`config.mk`:
```
export PLATFORM = sky130hd
export DESIGN_NAME = rom_loader
export DESIGN_NICKNAME = d
export VERILOG_FILES = /design/src/rtl/rom_loader.sv
export SDC_FILE = /design/constraint.sdc
export NUM_CORES = 1
export LEC_CHECK = 0
export ABC_AREA = 0
export CORE_UTILIZATION = 52
export CTS_CLUSTER_SIZE = 28
export DETAILED_ROUTE_END_ITERATION = 16
export PLACE_DENSITY = 0.77
export SYNTH_ARGS = -nofsm -noshare
export SYNTH_HDL_FRONTEND = slang
export SYNTH_SLANG_ARGS = --single-unit
```
`constraint.sdc`:
```
create_clock -name clk -period 3.2 [get_ports clk]
set_input_delay 0.64 -clock clk [delete_from_list [all_inputs] [get_ports clk]]
set_output_delay 0.64 -clock clk [all_outputs]
set_load 0.01 [all_outputs]
```
`src/rtl/rom_loader.sv`:
```
// rom_loader: boot-time sequencer that streams a length-prefixed word image into the
// Hack instruction ROM and holds the CPU in reset until it lands. Define ROM_LOADER_CHECKSUM_EN
// to require a trailing XOR checksum byte after the payload.
module rom_loader #(
    parameter int ADDR_WIDTH = 12
) (
    input  logic                  clk,
    input  logic                  reset,
    input  logic                  start,
    input  logic [7:0]            in_byte,
    input  logic                  in_valid,
    output logic                  in_ready,
    output logic                  rom_we,
    output logic [ADDR_WIDTH-1:0] rom_addr,
    output logic [15:0]           rom_data,
    output logic                  cpu_reset,
    output logic                  busy,
    output logic                  done,
    output logic                  error
);

    typedef enum logic [3:0] {
        ST_IDLE,
        ST_LEN_HI,
        ST_LEN_LO,
        ST_DATA_HI,
        ST_DATA_LO,
        ST_WRITE,
`ifdef ROM_LOADER_CHECKSUM_EN
        ST_CSUM,
`endif
        ST_DONE,
        ST_ERROR
    } state_t;

    localparam logic [16:0] CAPACITY = 17'd1 << ADDR_WIDTH;

    state_t                state_q;
    logic [15:0]           len_q;
    logic [ADDR_WIDTH:0]   cnt_q;
    logic [7:0]            hi_q;
    logic                  in_ready_q;
    logic                  rom_we_q;
    logic [ADDR_WIDTH-1:0] rom_addr_q;
    logic [15:0]           rom_data_q;
    logic                  cpu_reset_q;
    logic                  busy_q;
    logic                  done_q;
    logic                  error_q;
`ifdef ROM_LOADER_CHECKSUM_EN
    logic [7:0]            csum_q;
`endif

    logic        xfer;
    logic [15:0] len_d;
    logic [16:0] cntNext_d;

    assign xfer      = in_valid && in_ready_q;
    assign len_d     = {len_q[15:8], in_byte};
    assign cntNext_d = 17'(cnt_q) + 17'd1;

    // Outputs are registered alongside the state, so each branch sets the values the
    // next state must present on its first cycle.
    always_ff @(posedge clk) begin
        if (reset) begin
            state_q     <= ST_IDLE;
            len_q       <= '0;
            cnt_q       <= '0;
            hi_q        <= '0;
            in_ready_q  <= 1'b0;
            rom_we_q    <= 1'b0;
            rom_addr_q  <= '0;
            rom_data_q  <= '0;
            cpu_reset_q <= 1'b1;
            busy_q      <= 1'b0;
            done_q      <= 1'b0;
            error_q     <= 1'b0;
`ifdef ROM_LOADER_CHECKSUM_EN
            csum_q      <= '0;
`endif
        end else begin
            rom_we_q <= 1'b0;
            case (state_q)
                ST_IDLE, ST_DONE, ST_ERROR: begin
                    if (start) begin
                        state_q     <= ST_LEN_HI;
                        in_ready_q  <= 1'b1;
                        busy_q      <= 1'b1;
                        cpu_reset_q <= 1'b1;
                        done_q      <= 1'b0;
                        error_q     <= 1'b0;
`ifdef ROM_LOADER_CHECKSUM_EN
                        csum_q      <= '0;
`endif
                    end
                end
                ST_LEN_HI: begin
                    if (xfer) begin
                        len_q[15:8] <= in_byte;
                        state_q     <= ST_LEN_LO;
                    end
                end
                ST_LEN_LO: begin
                    if (xfer) begin
                        len_q <= len_d;
                        cnt_q <= '0;
                        if (len_d == 16'd0) begin
`ifdef ROM_LOADER_CHECKSUM_EN
                            state_q     <= ST_CSUM;
`else
                            state_q     <= ST_DONE;
                            in_ready_q  <= 1'b0;
                            busy_q      <= 1'b0;
                            done_q      <= 1'b1;
                            cpu_reset_q <= 1'b0;
`endif
                        end else if ({1'b0, len_d} > CAPACITY) begin
                            state_q    <= ST_ERROR;
                            in_ready_q <= 1'b0;
                            busy_q     <= 1'b0;
                            error_q    <= 1'b1;
                        end else begin
                            state_q <= ST_DATA_HI;
                        end
                    end
                end
                ST_DATA_HI: begin
                    if (xfer) begin
                        hi_q    <= in_byte;
                        state_q <= ST_DATA_LO;
`ifdef ROM_LOADER_CHECKSUM_EN
                        csum_q  <= csum_q ^ in_byte;
`endif
                    end
                end
                ST_DATA_LO: begin
                    if (xfer) begin
                        rom_we_q   <= 1'b1;
                        rom_addr_q <= cnt_q[ADDR_WIDTH-1:0];
                        rom_data_q <= {hi_q, in_byte};
                        in_ready_q <= 1'b0;
                        state_q    <= ST_WRITE;
`ifdef ROM_LOADER_CHECKSUM_EN
                        csum_q     <= csum_q ^ in_byte;
`endif
                    end
                end
                ST_WRITE: begin
                    cnt_q <= cntNext_d[ADDR_WIDTH:0];
                    if (cntNext_d == {1'b0, len_q}) begin
`ifdef ROM_LOADER_CHECKSUM_EN
                        state_q     <= ST_CSUM;
                        in_ready_q  <= 1'b1;
`else
                        state_q     <= ST_DONE;
                        busy_q      <= 1'b0;
                        done_q      <= 1'b1;
                        cpu_reset_q <= 1'b0;
`endif
                    end else begin
                        state_q    <= ST_DATA_HI;
                        in_ready_q <= 1'b1;
                    end
                end
`ifdef ROM_LOADER_CHECKSUM_EN
                ST_CSUM: begin
                    if (xfer) begin
                        in_ready_q <= 1'b0;
                        busy_q     <= 1'b0;
                        if (in_byte == csum_q) begin
                            state_q     <= ST_DONE;
                            done_q      <= 1'b1;
                            cpu_reset_q <= 1'b0;
                        end else begin
                            state_q <= ST_ERROR;
                            error_q <= 1'b1;
                        end
                    end
                end
`endif
                default: begin
                    state_q <= ST_IDLE;
                end
            endcase
        end
    end

    assign in_ready  = in_ready_q;
    assign rom_we    = rom_we_q;
    assign rom_addr  = rom_addr_q;
    assign rom_data  = rom_data_q;
    assign cpu_reset = cpu_reset_q;
    assign busy      = busy_q;
    assign done      = done_q;
    assign error     = error_q;

endmodule

```
# Word-level counts from Yosys, hierarchy flattened
# Cells that the tools add are included.
[classes]
add_sub_neg = 1
n_mul = 0
div_mod_pow = 0
n_lt_le_gt_ge = 1
eq_ne = 19
shifts = 0
muxes = 35
n_bitwise = 2
n_reduce_logical = 19
[ops]
columns = ["cell", "n"]
rows = [
  ["$pmux W13 S2", 1],
  ["$mux W4", 6],
  ["$pmux W4 S6", 1],
  ["$ne A2 B2 Y1 const B", 10],
  ["$reduce_and A5 Y1", 4],
  ["$mux W1", 17],
  ["$eq A14 B16 Y1", 1],
  ["$eq A4 B3 Y1 const B", 4],
  ["$gt A16 B13 Y1 const B", 1],
  ["$logic_not A16 Y1", 1],
  ["$pmux W8 S2", 1],
  ["$add A13 B1 Y14 const B", 1],
  ["$mux W13", 1],
  ["$pmux W1 S3", 3],
  ["$eq A4 B2 Y1 const B", 2],
  ["$mux W8", 1],
  ["$reduce_and A2 Y1", 4],
  ["$mux W3", 2],
  ["$reduce_and A6 Y1", 1],
  ["$eq A4 B1 Y1 const B", 1],
  ["$logic_not A4 Y1", 1],
  ["$pmux W1 S4", 1],
  ["$reduce_bool A2 Y1", 2],
  ["$reduce_bool A4 Y1", 1],
  ["other kinds (8)", 9],
]
[totals]
reg_bits = 75
latch_bits = 0
mem_bits_rw = 0
mem_bits_ro = 0
inputBits = 12
out_inout_bits = 34
word_cells = 90
n_memories = 0

# Longest topological paths before layout
[logic_depth]
depth_word = 5
depth_mapped = 8
depth_no_buf = 7

# Worst setup path after synthesis
# OpenSTA, ideal clock, no wires.
[synth_timing]
path_type = "register to register"
startpoint = "register cnt_q[0]"
endpoint = "register busy_q (netlist: busy)"
setup_ns = 0.122
arrival_ns = 2.190
required_ns = 3.078
path_slack_ns = 0.889
stages_incl_launch_ff = 8
n_path_buf = 0
synth_period_minus_slack_ns = 2.311
cell_sequence = "dfxtp_1 -> ha_1 -> xor2_1 -> or4_1 -> nor3_1 -> nand4_1 -> a2111o_1 -> o311a_1"
[synth_between]
elab_chain_cells = 4
[synth_lines]
columns = ["item", "line_no", "rtl"]
rows = [
  ["start, declared", "40", "logic [ADDR_WIDTH:0] cnt_q;"],
  ["start signal, assigned", "149", "cnt_q <= cntNext_d[ADDR_WIDTH:0];"],
  ["$add A13 B1 Y14", "60", "assign cntNext_d = 17'(cnt_q) + 17'd1;"],
  ["$eq A14 B16 Y1", "150", "if (cntNext_d == {1'b0, len_q}) begin"],
  ["$ne A2 B2 Y1 (no line)", "--", ""],
  ["$reduce_and A5 Y1 (no line)", "--", ""],
  ["end signal, assigned", "75", "busy_q <= 1'b0;"],
  ["end signal, assigned", "88", "busy_q <= 1'b1;"],
  ["end signal, assigned", "156", "busy_q <= 1'b0;"],
  ["end, declared", "47", "logic busy_q;"],
]
# Every way passes these cells.
# A chain may end at the register's enable or synchronous reset.

# Final worst setup path
[layout_timing]
startpoint = "register state_q[0]"
endpoint = "register busy_q (netlist: busy)"
[layout_between]
elab_chain_cells = 4
elab_cells_between_ends = 13
cone_classes = "eq/ne: 8; mux: 1; reduce/logical: 4"
[layout_lines]
columns = ["item", "line_no", "rtl"]
rows = [
  ["start, declared", "38", "state_t state_q;"],
  ["start signal, assigned", "66", "state_q <= ST_IDLE;"],
  ["start signal, assigned", "86", "state_q <= ST_LEN_HI;"],
  ["start signal, assigned", "100", "state_q <= ST_LEN_LO;"],
  ["$eq A4 B3 Y1 / $logic_not A4 Y1 (equally long branches)", "83", "case (state_q)"],
  ["$reduce_or A3 Y1", "83", ""],
  ["$ne A2 B2 Y1 (no line) / $reduce_bool A3 Y1 (equally long branches)", "--", ""],
  ["$reduce_and A5 Y1 (no line)", "--", ""],
  ["end signal, assigned", "75", ""],
  ["end signal, assigned", "88", ""],
  ["end signal, assigned", "113", "busy_q <= 1'b0;"],
]
# Several ways; a longest one is shown, not always the timed one.

==> impl_metrics.py <==
metrics = {
    "power": {
        "powerDensity_nw_per_um2": 512,
        "vdd_drop_max_mv": 0.322,
        "static-leakage-power_uw": 0.00147,
        "power_uw": 2130,
    },
    "placed_design": {
        "dp_hpwl_mm": 5.96,
        "portBuffers": 45,
        "place_worst_setup_slack_ns": 0.311,
        "place.gp.congestion": 0.851,
    },
    "grt": {
        "grt_pass1_wl_mm": 14.5,
        "grt_util_all_layers_pct": 26.4,
        "grt-ovfl-total": 0,
        "first_global_vias": 3027,
        "antenna_found_initial": 0,
        "grt_max_degree": 42,
    },
    "synth": {
        "yosys.area_share.simple_pct": 25.8,
        "synth_mux_area_share_pct": 4.40,
        "synth_top_cells_by_area": "dfxtp_1 (43%), nand2_1 (10%), a21oi_1 (8.2%)",
        "synthFlopType": "dfxtp_1",
        "synth_cells": 438,
        "synth_seq_cells": 74,
        "yosysWarnings": 0,
        "synth_top_family_by_area": "simple AND/OR/NAND/NOR gates",
        "synth.net_count": 451,
        "async_flop_share_pct": 0,
        "yosysTopAreaCell": "dfxtp_1",
        "synth_top_area_share_pct": 43.4,
        "synth_compound_gate_area_share_pct": 16.7,
        "synth_edf_count": 0,
        "syn_area_per_cell_sq_um": 7.79,
        "synth_xor_xnor_area_share_pct": 5.39,
        "synth_most_common_cell": "nand2_1",
        "synth_fa_ha_area_share_pct": 0.367,
        "synth_common_cells": "nand2_1 (91), dfxtp_1 (74), a21oi_1 (56)",
        "synth-seq-area-share_pct": 43.4,
        "syn-cell-area_sq_um": 3410,
        "ys_types": 44,
    },
    "timing": {
        "tightest_slew_ns": 1.00,
        "relSlewSlack_pct": 33.4,
        "min_period_ns": 2.69,
        "fin_crit_sh_pct": 84.0,
        "hold_ws_ns": 0.454,
        "setup_ws_ns": 0.512,
        "fin_skew_ns": 0.00876,
        "rsz0062_at_grt": "false",
        "finalSetupViolCount": 0,
        "setup-tns-final_ns": 0,
        "maxSlewViolCount": 0,
        "hold_viol": 0,
        "timing.fmax_ghz": 0.372,
    },
    "critical_path": {
        "arrival_ns": 2.93,
        "ff2ff_setup_slack_ns": 0.51,
        "r2r-end": "busy",
        "worstSetupStartpointType": "register",
        "r2r-start": "state_q[0]",
        "rr_worst_depth": 6,
        "crit_buf_inv": 0,
        "slowest_delay_ns": 0.62,
        "crit_slowest_cell": "dfxtp_1",
        "crit_family": "simple AND/OR/NAND/NOR gates",
        "worstPathRequired_ns": 3.44,
        "criticalPathCategory": "reg -> reg",
        "endpoint_kind": "register",
        "critPathMaxFanout": 18,
        "path_cells": "nand3b_4 > or4_1 > nor3_1 > nand4_1 > a2111o_1 > o311a_1",
    },
    "detailed_routing": {
        "via_per_inst": 5.69,
        "postRouteAntennaNets": 0,
        "drt_iter0_drc": 304,
        "avgRoutedWirePerCell_um": 15.0,
        "drtPass1Iterations": 5,
        "drc_errors": 0,
        "num_vias": 3204,
        "wl_mm": 8.43,
    },
    "floorplanning": {
        "core_area_sq_um": 6350,
        "rows": 29,
        "dieWidth_um": 83.0,
        "io_pins": 46,
        "die_y_um": 83.0,
        "die-area_sq_um": 6890,
        "initial_core_util_pct": 53.7,
    },
    "cts": {
        "cts_hold_buffers": 0,
        "worstSkewPairLatency_ns": 0.36,
        "post_cts_resized": 0,
        "cts_tree": "built",
        "cts_buffers": 9,
        "cts_buffer_depth": 2,
        "cts_setup_buffers": 0,
        "cts.sinks": 74,
        "h-tree-depth": 3,
        "root_buffer": "clkbuf_8",
        "clk_pin_slew_ns": 0.08,
    },
    "finish": {
        "drive_above_1_share_pct": 6.79,
        "area_growth_pct": 22.2,
        "postLayoutCoreUtil_pct": 65.7,
        "antenna_cells": 0,
        "num-nets-final": 494,
    },
    "run": {
        "max-cap-violations": 0,
    },
    "hold_path": {
        "hold_depth": 2,
        "worstHoldPathType": "reg -> reg",
        "holdPathEnd": "rom_addr[2]",
        "hp-start": "rom_addr[2]",
    },
    "status": {
        "outcome": "finished, final reports clean",
    },
}
metrics by stage:
step	area (sq um)	std cells
floorplan	3410	438
global placement	3940	547
detailed placement	3940	547
CTS	4170	563
global route	4170	563
finish	4170	563
layer usage:
metal,wire [um],vias to the layer above,global-route usage [%]
met5,0,-,0
met4,161,0,13.0
met3,423,11,4.27
met2,4050,99,43.4
met1,3790,1509,33.6
li1,-,1585,-
sequential cells by signal, summed over array words and instances (netlist names):
| register | count |
|---|---|
| error | 1 |
| state_q | 3 |
| cnt_q | 13 |
| rom_data | 16 |
| rom_we | 1 |
| done | 1 |
| len_q | 16 |
| in_ready | 1 |
| cpu_reset | 1 |
| busy | 1 |
| hi_q | 8 |
| rom_addr | 12 |
where the power goes:
group	leakage (uW)	switching [uW]	internal (uW)
registers	0.000597	38.8	947
logic	0.000759	190	136
clock network	0.000112	361	461
how the worst max path moves through the flow:
stage / cells after the start / to / startpoint
global placement: 6 / cpu_reset / in_byte[7]
floorplan: 7 / busy / cnt_q[0]
finish: 6 / busy / state_q[0]
CTS: 6 / busy / state_q[0]
global route: 6 / busy / state_q[0]
detailed placement: 6 / cpu_reset / in_byte[7]
final cells by class:
type / count / area [sq um]
Multi-Input combinational cell: 331 / 1800
Timing Repair Buffer: 56 / 528
Tap cell: 77 / 96.3
Clock inverter: 6 / 90.1
Fill cell: 543 / 2180
Inverter: 9 / 33.8
Clock buffer: 10 / 138
Sequential cell: 74 / 1480
cell usage in the layout (no fill, tap or decap), drive strengths merged, types with 9 or more instances in the layout:
cell	netlist	routed
inv	9	9
buf	4	12
mux2i	15	15
clkdlybuf4s50	0	44
nor2	50	50
nand2	91	91
clkbuf	20	10
nor3	11	11
dfxtp	74	74
xnor2	13	13
o21ai	17	17
a21oi	56	56
nand3	9	9
logic make-up after synthesis:
logic type | after synthesis
compound gates | 97
xor+xnor | 21
fa+ha+maj | 1
buf+inv | 33
flops | 74
mux | 15
simple gates | 197
worst min-delay path: stages (launching register included):
cell and delay [ns]:
dfxtp_1 0.31, nand2_1 0.05, a21oi_1 0.05
(Power assumes the default switching activity.)
